[config.mk]
export PLATFORM = sky130hd
export DESIGN_NAME = npc_unit_flat
export DESIGN_NICKNAME = d
export VERILOG_FILES = /design/src/rtl/npc_unit_pkg.sv /design/src/rtl/npc_unit_if.sv /design/src/rtl/npc_unit_target.sv /design/src/rtl/npc_unit.sv /design/src/flat_wrapper.sv
export SDC_FILE = /design/constraint.sdc
export NUM_CORES = 1
export LEC_CHECK = 0
export BUFFER_PORTS_ARGS = -buffer_cell sky130_fd_sc_hd__buf_2
export CORE_ASPECT_RATIO = 0.7
export CORE_MARGIN = 2
export CORE_UTILIZATION = 29
export CTS_CLUSTER_DIAMETER = 40
export DETAILED_ROUTE_END_ITERATION = 10
export GPL_TIMING_DRIVEN = 0
export PLACE_DENSITY = 0.58
export SLEW_MARGIN = 15
export SYNTH_ARGS = -nofsm -noshare
export SYNTH_HDL_FRONTEND = slang
export SYNTH_SLANG_ARGS = --single-unit
[constraint.sdc]
create_clock -name clk -period 1.95 [get_ports clk]
set_input_delay 0 -clock clk [delete_from_list [all_inputs] [get_ports clk]]
set_output_delay 0 -clock clk [all_outputs]
set_load 0.03 [all_outputs]
[src/rtl/npc_unit_pkg.sv]
// Shared constants for the next-PC unit: reset/exception addresses, fetch window, FSM encoding.
package npc_unit_pkg;

    localparam int unsigned XLEN = 32;

    localparam logic [XLEN-1:0] RESET_PC   = 32'h0000_3000;
    localparam logic [XLEN-1:0] EXC_VECTOR = 32'h0000_4180;
    localparam logic [XLEN-1:0] IM_LO      = 32'h0000_3000;
    localparam logic [XLEN-1:0] IM_HI      = 32'h0000_6FFF;

    localparam logic [1:0] ST_BOOT = 2'd0;
    localparam logic [1:0] ST_RUN  = 2'd1;
    localparam logic [1:0] ST_HOLD = 2'd2;

    localparam logic TRUE  = 1'b1;
    localparam logic FALSE = 1'b0;

endpackage

[src/rtl/npc_unit_if.sv]
// Redirect requests from ID/M into the next-PC unit and the fetch address it returns to IF.
interface npc_unit_if;
    import npc_unit_pkg::*;

    logic            stall;
    logic            id_is_branch;
    logic            id_jump;
    logic            id_is_j;
    logic            id_is_jr;
    logic [XLEN-1:0] id_pc;
    logic [15:0]     id_imm16;
    logic [25:0]     id_imm26;
    logic [XLEN-1:0] id_rs_val;
    logic            exc_req;
    logic            eret_req;
    logic [XLEN-1:0] epc;
    logic [XLEN-1:0] if_pc;
    logic            if_valid;
    logic            if_adel;
    logic            redirect;

    modport master (
        output stall, id_is_branch, id_jump, id_is_j, id_is_jr, id_pc,
               id_imm16, id_imm26, id_rs_val, exc_req, eret_req, epc,
        input  if_pc, if_valid, if_adel, redirect
    );

    modport slave (
        input  stall, id_is_branch, id_jump, id_is_j, id_is_jr, id_pc,
               id_imm16, id_imm26, id_rs_val, exc_req, eret_req, epc,
        output if_pc, if_valid, if_adel, redirect
    );

endinterface

[src/rtl/npc_unit_target.sv]
// Combinational branch/jump target computation and next-PC priority mux.
module npc_target
    import npc_unit_pkg::*;
(
    input  logic [XLEN-1:0] pc,
    input  logic            stall,
    input  logic            id_is_branch,
    input  logic            id_jump,
    input  logic            id_is_j,
    input  logic            id_is_jr,
    input  logic [XLEN-1:0] id_pc,
    input  logic [15:0]     id_imm16,
    input  logic [25:0]     id_imm26,
    input  logic [XLEN-1:0] id_rs_val,
    input  logic            exc_req,
    input  logic            eret_req,
    input  logic [XLEN-1:0] epc,
    output logic [XLEN-1:0] npc_c,
    output logic            redirect_c,
    output logic            taken_c
);

    logic [XLEN-1:0] id_pc4;
    logic [XLEN-1:0] br_off;

    assign id_pc4 = id_pc + XLEN'(4);
    assign br_off = {{14{id_imm16[15]}}, id_imm16, 2'b00};

    // Exception and eret sit above stall so they can break a held pipeline.
    always_comb begin
        npc_c      = pc + XLEN'(4);
        redirect_c = FALSE;
        taken_c    = FALSE;
        if (exc_req) begin
            npc_c      = EXC_VECTOR;
            redirect_c = TRUE;
        end else if (eret_req) begin
            npc_c      = epc;
            redirect_c = TRUE;
        end else if (stall) begin
            npc_c = pc;
        end else if (id_is_branch && id_jump) begin
            npc_c      = id_pc4 + br_off;
            redirect_c = TRUE;
            taken_c    = TRUE;
        end else if (id_is_j) begin
            npc_c      = {id_pc4[31:28], id_imm26, 2'b00};
            redirect_c = TRUE;
        end else if (id_is_jr) begin
            npc_c      = id_rs_val;
            redirect_c = TRUE;
        end
    end

endmodule

[src/rtl/npc_unit.sv]
// Fetch PC register, BOOT/RUN/HOLD FSM and fetch address-error flag.
// Optional NPC_STAT_EN adds saturating taken-branch and redirect counters.
module npc_unit
    import npc_unit_pkg::*;
(
    input  logic            clk,
    input  logic            rst_n,
    npc_unit_if.slave       bus
`ifdef NPC_STAT_EN
    ,
    output logic [XLEN-1:0] stat_taken,
    output logic [XLEN-1:0] stat_redirect
`endif
);

    logic [1:0]      state_q;
    logic [1:0]      state_d;
    logic [XLEN-1:0] pc_q;
    logic            valid_q;
    logic            redirect_q;
    logic [XLEN-1:0] npc_c;
    logic            redirect_c;
    logic            taken_c;
    logic            hold_c;

    npc_target u_target (
        .pc          (pc_q),
        .stall       (bus.stall),
        .id_is_branch(bus.id_is_branch),
        .id_jump     (bus.id_jump),
        .id_is_j     (bus.id_is_j),
        .id_is_jr    (bus.id_is_jr),
        .id_pc       (bus.id_pc),
        .id_imm16    (bus.id_imm16),
        .id_imm26    (bus.id_imm26),
        .id_rs_val   (bus.id_rs_val),
        .exc_req     (bus.exc_req),
        .eret_req    (bus.eret_req),
        .epc         (bus.epc),
        .npc_c       (npc_c),
        .redirect_c  (redirect_c),
        .taken_c     (taken_c)
    );

    assign hold_c = bus.stall && !bus.exc_req && !bus.eret_req;

    always_comb begin
        state_d = state_q;
        case (state_q)
            ST_BOOT: state_d = ST_RUN;
            ST_RUN:  if (hold_c)  state_d = ST_HOLD;
            ST_HOLD: if (!hold_c) state_d = ST_RUN;
            default: state_d = ST_BOOT;
        endcase
    end

    // BOOT keeps the reset PC for one edge so the first real fetch is RESET_PC.
    always_ff @(posedge clk or negedge rst_n) begin
        if (!rst_n) begin
            state_q    <= ST_BOOT;
            pc_q       <= RESET_PC;
            valid_q    <= FALSE;
            redirect_q <= FALSE;
        end else begin
            state_q <= state_d;
            if (state_q == ST_BOOT) begin
                pc_q       <= RESET_PC;
                valid_q    <= TRUE;
                redirect_q <= FALSE;
            end else begin
                pc_q       <= npc_c;
                redirect_q <= redirect_c;
            end
        end
    end

    assign bus.if_pc    = pc_q;
    assign bus.if_valid = valid_q;
    assign bus.redirect = redirect_q;
    assign bus.if_adel  = valid_q && ((pc_q[1:0] != 2'b00) || (pc_q < IM_LO) || (pc_q > IM_HI));

`ifdef NPC_STAT_EN
    logic            active_c;
    logic [XLEN-1:0] taken_q;
    logic [XLEN-1:0] redir_cnt_q;

    assign active_c = (state_q != ST_BOOT);

    always_ff @(posedge clk or negedge rst_n) begin
        if (!rst_n) begin
            taken_q     <= '0;
            redir_cnt_q <= '0;
        end else begin
            if (active_c && taken_c && (taken_q != '1))
                taken_q <= taken_q + XLEN'(1);
            if (active_c && redirect_c && (redir_cnt_q != '1))
                redir_cnt_q <= redir_cnt_q + XLEN'(1);
        end
    end

    assign stat_taken    = taken_q;
    assign stat_redirect = redir_cnt_q;
`endif

endmodule
[src/flat_wrapper.sv]
// flat-port wrapper written by rule: the top's interface ports become plain ports
module npc_unit_flat import npc_unit_pkg::*;
  (clk, rst_n, bus_stall, bus_id_is_branch, bus_id_jump, bus_id_is_j, bus_id_is_jr, bus_id_pc, bus_id_imm16, bus_id_imm26, bus_id_rs_val, bus_exc_req, bus_eret_req, bus_epc, bus_if_pc, bus_if_valid, bus_if_adel, bus_redirect);
  npc_unit_if bus_i ();
  input  logic clk;
  input  logic rst_n;
  input wire logic [$bits(bus_i.stall)-1:0] bus_stall;
  input wire logic [$bits(bus_i.id_is_branch)-1:0] bus_id_is_branch;
  input wire logic [$bits(bus_i.id_jump)-1:0] bus_id_jump;
  input wire logic [$bits(bus_i.id_is_j)-1:0] bus_id_is_j;
  input wire logic [$bits(bus_i.id_is_jr)-1:0] bus_id_is_jr;
  input wire logic [$bits(bus_i.id_pc)-1:0] bus_id_pc;
  input wire logic [$bits(bus_i.id_imm16)-1:0] bus_id_imm16;
  input wire logic [$bits(bus_i.id_imm26)-1:0] bus_id_imm26;
  input wire logic [$bits(bus_i.id_rs_val)-1:0] bus_id_rs_val;
  input wire logic [$bits(bus_i.exc_req)-1:0] bus_exc_req;
  input wire logic [$bits(bus_i.eret_req)-1:0] bus_eret_req;
  input wire logic [$bits(bus_i.epc)-1:0] bus_epc;
  output wire logic [$bits(bus_i.if_pc)-1:0] bus_if_pc;
  output wire logic [$bits(bus_i.if_valid)-1:0] bus_if_valid;
  output wire logic [$bits(bus_i.if_adel)-1:0] bus_if_adel;
  output wire logic [$bits(bus_i.redirect)-1:0] bus_redirect;
  assign bus_i.stall = bus_stall;
  assign bus_i.id_is_branch = bus_id_is_branch;
  assign bus_i.id_jump = bus_id_jump;
  assign bus_i.id_is_j = bus_id_is_j;
  assign bus_i.id_is_jr = bus_id_is_jr;
  assign bus_i.id_pc = bus_id_pc;
  assign bus_i.id_imm16 = bus_id_imm16;
  assign bus_i.id_imm26 = bus_id_imm26;
  assign bus_i.id_rs_val = bus_id_rs_val;
  assign bus_i.exc_req = bus_exc_req;
  assign bus_i.eret_req = bus_eret_req;
  assign bus_i.epc = bus_epc;
  assign bus_if_pc = bus_i.if_pc;
  assign bus_if_valid = bus_i.if_valid;
  assign bus_if_adel = bus_i.if_adel;
  assign bus_redirect = bus_i.redirect;
  npc_unit u_core (.clk(clk), .rst_n(rst_n), .bus(bus_i));
endmodule
### Word-level counts from Yosys, hierarchy flattened

Cells that the tools add are included.

* register bits: 36
* bits in read-only memories: 0
* bits in writable memories: 0
* bits in latches: 0
* input port bits: 147
* memories: 0
* logic and storage cells: 42

* add/subtract/negate cells: 3
* bitwise logic cells: 0
* muxes and demuxes: 17
* $mul: 0
* shifts and indexed selects: 0
* $lt $le $gt $ge: 2
* reduce and logical (&&, ||, !) cells: 11
* divide/modulo/power cells: 0
* equal/unequal tests: 5

Operators by type and width (count)
* $mux 32: 7
* $add 32x3->32 const B: 2
* $add 32x32->32: 1
* $gt 32x15->1 const B: 1
* $lt 32x14->1 const B: 1
* $mux 1: 7
* $pmux 2 s3: 1
* $logic_and 1x1->1: 4
* $mux 2: 2
* $ne 4x1->1 const B: 1
* $eq 2x1->1 const B: 1
* $eq 2x2->1 const B: 1
* $logic_not 1->1: 2
* $logic_not 2->1: 1
* $logic_or 1x1->1: 2
* $ne 2x1->1 const B: 1
* $ne 2x2->1 const B: 1
* $reduce_and 2->1: 1
* $reduce_bool 2->1: 1

### Logic depth before layout (Yosys ltp)

Gate-level depths: netlist of the first run.

* word-level depth: 8
* mapped depth: 16
* depth with buffers taken out: 15

### Hierarchy

A second synthesis of the first run with hierarchy kept.

* cell total of the unflattened synthesis: 771
* area, all modules: 5519.0 sq um

By module, submodules not included
* npc_target: cells each 682, seq. area each 0.0 sq um, times used 1, area each 4266.6 sq um
* npc_unit: cells each 89, seq. area each 903.4 sq um, times used 1, area each 1252.5 sq um

### Worst setup path after synthesis of the first run

OpenSTA, ideal clock, no wires.

* path kind: input to register
* from: input bus_id_pc[5]
* to: register u_core.pc_q[30] (netlist: u_core.bus.if_pc[30])
* data arrival time: 2.877 ns
* data required time: 1.829 ns
* buffers on the path: 1
* stages: 16
* setup slack: -1.048 ns
* setup time: 0.121 ns
* path through: and4_4 > and3_1 > clkbuf_1 > and2b_1 > nand4_1 > nor2_1 > xor2_1 > ha_1 > a21o_1 > a21o_1 > a21o_1 > a2111oi_0 > a21oi_1 > a221oi_2 > mux2i_1 > nor2_1

* cells in the longest elaborated chain, start to end: 7
* elaborated cells on any way between the ends: 8
* classes of those cells: add/sub: 2; mux: 6

Ends and longest elaborated chain
* from (decl): line flat_wrapper.sv:12 `input wire logic [$bits(bus_i.id_pc)-1:0] bus_id_pc;`
* $add 32x3->32 *: line npc_unit_target.sv:26 `assign id_pc4 = id_pc + XLEN'(4);`
* $add 32x32->32 / $mux 32 (equally long branches): line npc_unit_target.sv:43, npc_unit_target.sv:46
* $mux 32 *: line npc_unit_target.sv:42 `end else if (id_is_branch && id_jump) begin`
* $mux 32 *: line npc_unit_target.sv:40 `end else if (stall) begin`
* $mux 32 *: line npc_unit_target.sv:37 `end else if (eret_req) begin`
* $mux 32 *: line npc_unit_target.sv:34 `if (exc_req) begin`
* $mux 32 *: line npc_unit.sv:66 `if (state_q == ST_BOOT) begin`
* to (signal assigned): line npc_unit.sv:71 `pc_q <= npc_c;`
* to (decl): line npc_unit.sv:18 `logic [XLEN-1:0] pc_q;`

Every way passes the cells marked *; elsewhere a longest branch is shown, timed or not. The select of a mux whose other input is x is not followed.
A chain may end at the register's enable or synchronous reset.

### Worst setup path in the final report of the first run

* from: input bus_id_pc[19]
* to: register u_core.pc_q[29] (netlist: u_core.bus.if_pc[29])

Same word-level chain as after synthesis.

==> results of run 1 <==
## stage by stage
step	instance area [µm²]	total power (W)	setup TNS (ps)	utilization, %	setup WS, ps
floorplan	5350	0.00195	-7080	-	-853
global placement	6540	0.00254	-19980	36.6	-1470
detailed placement	6540	0.00254	-20250	36.6	-1440
CTS	7670	0.00403	-8580	42.9	-787
global route	8050	0.00439	-11490	45.1	-848
finish	8050	0.00420	-8530	45.1	-750
## state kept, by name (all words and copies together), names as in the netlist
signal,count
u_core.bus.if_pc,32
u_core.state_q,2
u_core.bus.if_valid,1
u_core.bus.redirect,1
## layout make-up
| class | count | share of cell area [%] |
|---|---|---|
| clock buffers | 5 | 1.55 |
| flip-flops and latches | 36 | 11.4 |
| multi-input cells | 609 | 58.8 |
| well taps | 236 | 3.67 |
| plain buffers | 28 | 1.71 |
| clock inverters | 3 | 1.12 |
| inverters | 14 | 0.653 |
| repair buffers | 261 | 21.1 |
## metal layers
metal,GRT usage [%],wire length (µm),up-vias
li1,-,-,3117
met5,0,0,-
met4,3.30,285,0
met1,35.8,11000,3098
met3,5.04,2330,23
met2,36.2,9790,328
## placed cells by master, fill, tap and decap left out, types with 24 or more instances in the layout
cell type	count
buf_2	167
nand2_1	68
buf_4	55
a21oi_1	47
nor2_1	41
xnor2_1	39
o21ai_0	37
buf_6	28
xor2_1	27
o21ai_1	25
dfrtp_1	24
## kinds of logic (layout without fill, tap and decap cells)
| logic type | count (synthesis) | in the layout |
|---|---|---|
| flip-flops | 36 | 36 |
| AO/OA/AOI/OAI | 232 | 232 |
| multiplexers | 13 | 13 |
| buffers and inverters | 48 | 311 |
| adder cells (fa/ha/maj) | 37 | 37 |
| AND/OR/NAND/NOR | 243 | 243 |
| XOR/XNOR | 84 | 84 |
## worst max-delay path, cell delays in order
cell and delay (ps):
buf_2 140, nand4_1 210, nor3_4 240, nand4_1 150, xnor2_2 260, ha_4 250, a21o_1 190, or3_4 330
o22ai_1 170, a2bb2oi_1 190, o21ai_1 110, xnor2_1 220, a221oi_2 110, a221o_1 290
## path summary, 6_finish.rpt
check | from | endpoint | slack (ps) | depth (start not counted)
worst max-delay path | bus_id_pc[19] | u_core.bus.if_pc[29] | -750 | 14
worst min-delay path | bus_epc[7] | u_core.bus.if_pc[7] | -3 | 3
worst max register to register | u_core.bus.if_pc[16] | u_core.bus.if_pc[23] | -460 | 10
worst min register to register | u_core.bus.if_valid | u_core.bus.if_valid | 500 | 1
max in group asynchronous | rst_n | u_core.bus.if_pc[11] | 900 | 2
min in group asynchronous | rst_n | u_core.bus.if_pc[23] | 390 | 2
## repair_timing
action,CTS,global route
pin swaps,66,40
buffers inserted,50,18
endpoints found under the hold margin,47,0
endpoints found under the setup margin,29,27
hold buffers,14,0
gates resized for setup,105,62
## power by group
group	internal, W	switching, W
registers	0.000818	0.000127
logic	0.000902	0.00114
clock network	0.000863	0.000350
==> impl_results.md, run 1 <==
* Status: complete, but fails checks
* Failing checks: hold timing, setup timing
* Critical Path End Type: register
* Largest family of logic cells by synthesized area: compound AO/OA/AOI/OAI gates
* Top-area cell type share of the netlist area at ~16%
* Final worst slack at -750 ps
* Die width at 164 µm
* Clock latency on the worst-skew pair at about 290 ps
* CTS clock-pin slew for the worst setup and hold paths at ~70 ps
* Routability Congestion at around 0.9
* CP max FO at 4
* Initial DRC Count at 482
* Worst VDD drop at around 300 µV
* Nets at 1139
* HPWL Detailed at 17900 µm
* Simple-gate share of the synthesized area at about 24%
* Xor/xnor cell area share of the yosys netlist at between 10 and 15%
* Synthesized flop and latch total at 36
* Vias in the first global route at between 6000 and 7000
* Final Hold Fails at 1
* Post-synth EDFFs at 0
* Worst hold-check path type: input pin to register
* Area growth syn-to-layout at 54.1%
* I/O pins at between 150 and 200
* Initial Util at 29.3%
* Adder-cell share of the synthesized area at 9.00%
* DR pass1 iterations at 5
* Detail-routed via count per cell at 5.51
* Async set-or-reset flop fraction in the synthesized netlist at 100%
* Fill cell count at between 1500 and 2000
* Area of the multi-input gates at 4730 µm²
* Slew HR at between 30% and 40%
* Routed length per instance at 19.7 µm
* Post-Syn Area at approximately 5200 µm²
* Setup violators final at 20
* Min Hold Slack at -3.22 ps
* Compound-Gate Fraction of Synth Area at between 20 and 30%
* First-pass GRT wire length at about 35000 µm
* Max Root-Sink Buffers at 2
* Setup crit start kind: input pin
* Netlist cell types at 72
* # diodes at 0
* Most frequent cell after synthesis: nand2_1
* Final wirelength at 23400 µm
* Ys flop type: dfrtp_1
* Die Ht at 116 µm
* Cell taking the most area after synthesis: dfrtp_1
* Post-Syn Instances at approximately 690
* DRT antenna net count at 0
* I/O Buffers at roughly 180
* TritonCTS Sinks at 36
* Total track usage at 24.0%
* Placed Cells at between 1000 and 1500
* Sequential-to-total area share from yosys stat at roughly 17%
* Synth cell count leaders: 74 x nand2_1, 63 x o21ai_0, 57 x a21oi_1
* Lkg Pwr at approximately 3.6 nW
* Yosys warns at 0
* Pwr dens at approximately 520 nW/µm²
* Reg area at about 920 µm²
* Clock buffer count from CTS at 5
* Total grt overflow at 0
* MaxCap Viol Count at 0
* CTS tree: built
* Fmax achieved at around 370 MHz
* Fin crit share at 138%
* FP Rows at between 40 and 50
* Worst EP required at 2130 ps
* Mapped Avg Cell Area at about 7.5 µm²
* Initial antenna violation count at 0
* Via count at about 6600
* Synth top area cells: dfrtp_1 16%, xnor2_1 8.9%, ha_1 8.6%
* Die area at 19100 µm²
* Finished Layout Cells at between 1000 and 1500
* Largest net degree at the start of global routing at 37
* Post-route DRC at 0
* Share of cells above drive strength 1 at 41.4%
* Syn Nets at between 800 and 900
* Final clock skew at between 10 and 15 ps
* Critical path type: input pin to register
* Pins Over Slew Limit at 0
* RSZ-0062 raised after global routing: true
* H-Tree Depth at 2
* Core box area at about 18000 µm²
* Root Buffer: clkbuf_16
* Crit path time final at 2700 ps
* Multiplexer area fraction after synthesis at 2.56%
* WP data arrival at 2880 ps
* Worst slew pin tran at between 900 and 1000 ps
Note: power is estimated with default switching activity, not from simulation.
==> inputs of run 2 (changes only) <==
--- a/config.mk
+++ b/config.mk
@@ -5,7 +5,7 @@
 export SDC_FILE = /design/constraint.sdc
 export NUM_CORES = 1
 export LEC_CHECK = 0
-export BUFFER_PORTS_ARGS = -buffer_cell sky130_fd_sc_hd__buf_2
+export BUFFER_PORTS_ARGS = -buffer_cell sky130_fd_sc_hd__clkbuf_2
 export CORE_ASPECT_RATIO = 0.7
 export CORE_MARGIN = 2
 export CORE_UTILIZATION = 29
==> constraint.sdc (replaced) <==
create_clock -name clk -period 1.95 [get_ports clk]
set_input_delay 0.195 -clock clk [delete_from_list [all_inputs] [get_ports clk]]
set_output_delay 0.195 -clock clk [all_outputs]
set_load 0.03 [all_outputs]
==> run 2 against run 1 <==
  * The run ends with setup timing left
  * Hold slack better by 78 ps
  * Die area unchanged
  * Via count down 1.8%
  * Clock power decreased by 31%
  * Clock skew decreased by 9.4 ps
  * Combinational power fell by 8%
  * Critical path depth is 1 higher
  * Global-route usage decreased by 1.1 points
  * Sequential power increased by 2.4%
  * Flip-flop and latch count did not move
  * First-iteration DRC count grew 0.62%
  * Critical endpoint unchanged
  * Largest cell class unchanged
==> impl_results.md, run 2 (synthesis results as in run 1) <==
* Reg2Reg Depth at 10 (unchanged)
* Clock latency on the worst-skew pair at 280 ps (about the same)
* Crit path time final at 3020 ps (+322 ps)
* Setup violators final at 22 (+10%)
* CTS tree: built
* Worst R2R End: u_core.bus.if_pc[23]
* Die Ht at 116 µm (unchanged)
* Final wirelength at 22500 µm (-4.1%)
* Worst hold-check path type: input pin to asynchronous set/reset pin
* Fill cell count at 1870 (+2.8%)
* Initial DRC Count at 485 (+0.62%)
* Total negative slack at -13370 ps (-4840 ps)
* Core box area at 17900 µm² (unchanged)
* HPWL Detailed at 17800 µm (-0.41%)
* Critical path type: input pin to register
* # diodes at 0 (unchanged)
* I/O pins at 182 (unchanged)
* Post-route DRC at 0 (unchanged)
* Total track usage at 22.8% (-1.1 points)
* WP data arrival at 3190 ps (+310 ps)
* Final clock skew at 1.52 ps (-9.43 ps)
* I/O Buffers at 179 (unchanged)
* FF-to-FF setup slack at -550 ps (-90 ps)
* DRT antenna net count at 0 (unchanged)
* Root Buffer: clkbuf_16
* Max FFs per register at 32 (unchanged)
* Die width at 164 µm (unchanged)
* Fin crit share at 155% (+17 points)
* Final worst slack at -1070 ps (-322 ps)
* Slew HR at 31.4% (-6.6 points)
* Core Util, Final at 42.3% (-2.8 points)
* Die area at 19100 µm² (unchanged)
* Lkg Pwr at 3.36 nW (-6.3%)
* DR pass1 iterations at 7 (+2)
* TritonCTS Sinks at 36 (unchanged)
* Initial Util at 29.3% (unchanged)
* Net Sw Frac at 41.9% (+3.5 points)
* Clock power share at 22.7% (-6.2 points)
* CP max FO at 3 (-1)
* Setup crit start kind: input pin
* First-pass GRT wire length at 33700 µm (-3.6%)
* Worst slew pin tran at 1030 ps (+99.6 ps)
* RSZ-0062 raised after global routing: true
* Fmax achieved at 331 MHz (-11%)
* Routed length per instance at 19.5 µm (-0.67%)
* Pins Over Slew Limit at 0 (unchanged)
* H-Tree Depth at 2 (unchanged)
* Pwr dens at 486 nW/µm² (-6.6%)
* Total grt overflow at 0 (unchanged)
* Vias in the first global route at 6157 (-0.95%)
* Status: complete, but fails checks
* Most frequent cells in the layout: 170 x clkbuf_2, 69 x nand2_1, 47 x a21oi_1
* Detail-routed via count per cell at 5.60 (+1.7%)
* Initial antenna violation count at 0 (unchanged)
* Routability Congestion at 0.892 (+1.3%)
* Largest net degree at the start of global routing at 37 (unchanged)
* FP Rows at 41 (unchanged)
* Combinational Power Share at 50.9% (+2.3 points)
* P_sw at 0.00154 W (-4.4%)
* Seq pwr share at 26.4% (+3.9 points)
* MaxCap Viol Count at 0 (unchanged)
* Share of cells above drive strength 1 at 39.2% (-2.2 points)
* Post-Place Setup Slack at -1710 ps (-268 ps)
* Pint at 0.00213 W (-17%)
* Area growth syn-to-layout at 44.5%
* Final Hold Fails at 0 (-1)
* Via count at 6451 (-1.8%)
* Nets at 1098 (-3.6%)
* Worst r2r src: u_core.bus.if_pc[16]
* Critical Path End Type: register
* Most common cell after layout, fill and taps aside: clkbuf_2
* CTS clock-pin slew for the worst setup and hold paths at 60 ps (about the same)
* Clock buffer count from CTS at 5 (unchanged)
* Failing checks: setup timing
* Max Root-Sink Buffers at 2 (unchanged)
* Worst VDD drop at 325 µV (+11%)
* Worst EP required at 2110 ps (-20 ps)
* Hold buffer count at CTS at 0 (-14)
## run 2: cell types whose count changed in the layout (fill, tap and decap cells not counted), sizes merged
| cell | previous run | this run |
|---|---|---|
| buf | 255 | 59 |
| clkbuf | 25 | 197 |
| dlygate4sd3 | 14 | 0 |
| bufinv | 3 | 0 |
## run 2: per-stage QoR
| stage | hold slack (ps) | std cells | power (W) | instance area, µm² |
|---|---|---|---|---|
| floorplan | -101 | 693 | 0.00195 | 5350 |
| global placement | 414 | 1108 | 0.00254 | 6540 |
| detailed placement | 401 | 1108 | 0.00254 | 6540 |
| CTS | 96.9 | 1138 | 0.00349 | 7090 |
| global route | 139 | 1151 | 0.00386 | 7550 |
| finish | 74.7 | 1151 | 0.00367 | 7550 |
## run 2: worst max path at each step
stage,from,end,slack (ps),depth (start not counted)
floorplan,bus_id_pc[7],u_core.bus.if_pc[30],-1050,16
global placement,bus_id_pc[12],u_core.bus.if_pc[29],-1700,15
detailed placement,bus_id_pc[12],u_core.bus.if_pc[29],-1710,15
CTS,bus_id_pc[7],u_core.bus.if_pc[30],-1050,16
global route,bus_id_pc[4],u_core.bus.if_pc[30],-1190,16
finish,bus_id_pc[15],u_core.bus.if_pc[29],-1070,15
## run 2: layout make-up
cell class              count  area (µm²)  share of cell area (%)
multi-input cells         609        4690                    62.2
repair buffers            220        1310                    17.4
flip-flops and latches     36         913                    12.1
well taps                 236         295                    3.91
clock buffers               8         146                    1.94
plain buffers              28         134                    1.77
inverters                  14        52.6                   0.696
## run 2: layer usage
metal	vias up	routed length [µm]	track usage (%)
met1	3066	10400	33.3
met4	0	214	3.01
met2	327	9350	33.8
met5	-	0	0
met3	23	2470	7.21
li1	3035	-	-
## run 2: critical path, cell delays in order
cell and delay [ps]:
clkbuf_2 110, and4_4 240, nand3_4 90, nor3_4 160, nand4_1 180, xnor2_2 290
ha_4 250, a21o_1 180, or3_4 340, a211oi_2 230, a2bb2oi_1 170, o21ai_1 100
xnor2_1 210, a221oi_2 110, a221o_1 320
## run 2: timing repair
action / CTS / global route
resized for setup: 49 / 96
pin swaps: 31 / 37
setup buffers: 27 / 15
setup endpoints to repair: 31 / 31
## run 2: power by group through the flow
stage | Clock (W) | Combinational [W] | Sequential [W]
2_1_floorplan | 0 | 0.000913 | 0.00104
3_3_place_gp | 0 | 0.00159 | 0.000957
3_5_place_dp | 0 | 0.00159 | 0.000957
4_1_cts | 0.000837 | 0.00169 | 0.000955
5_1_grt | 0.000868 | 0.00202 | 0.000976
6_report | 0.000834 | 0.00187 | 0.000968
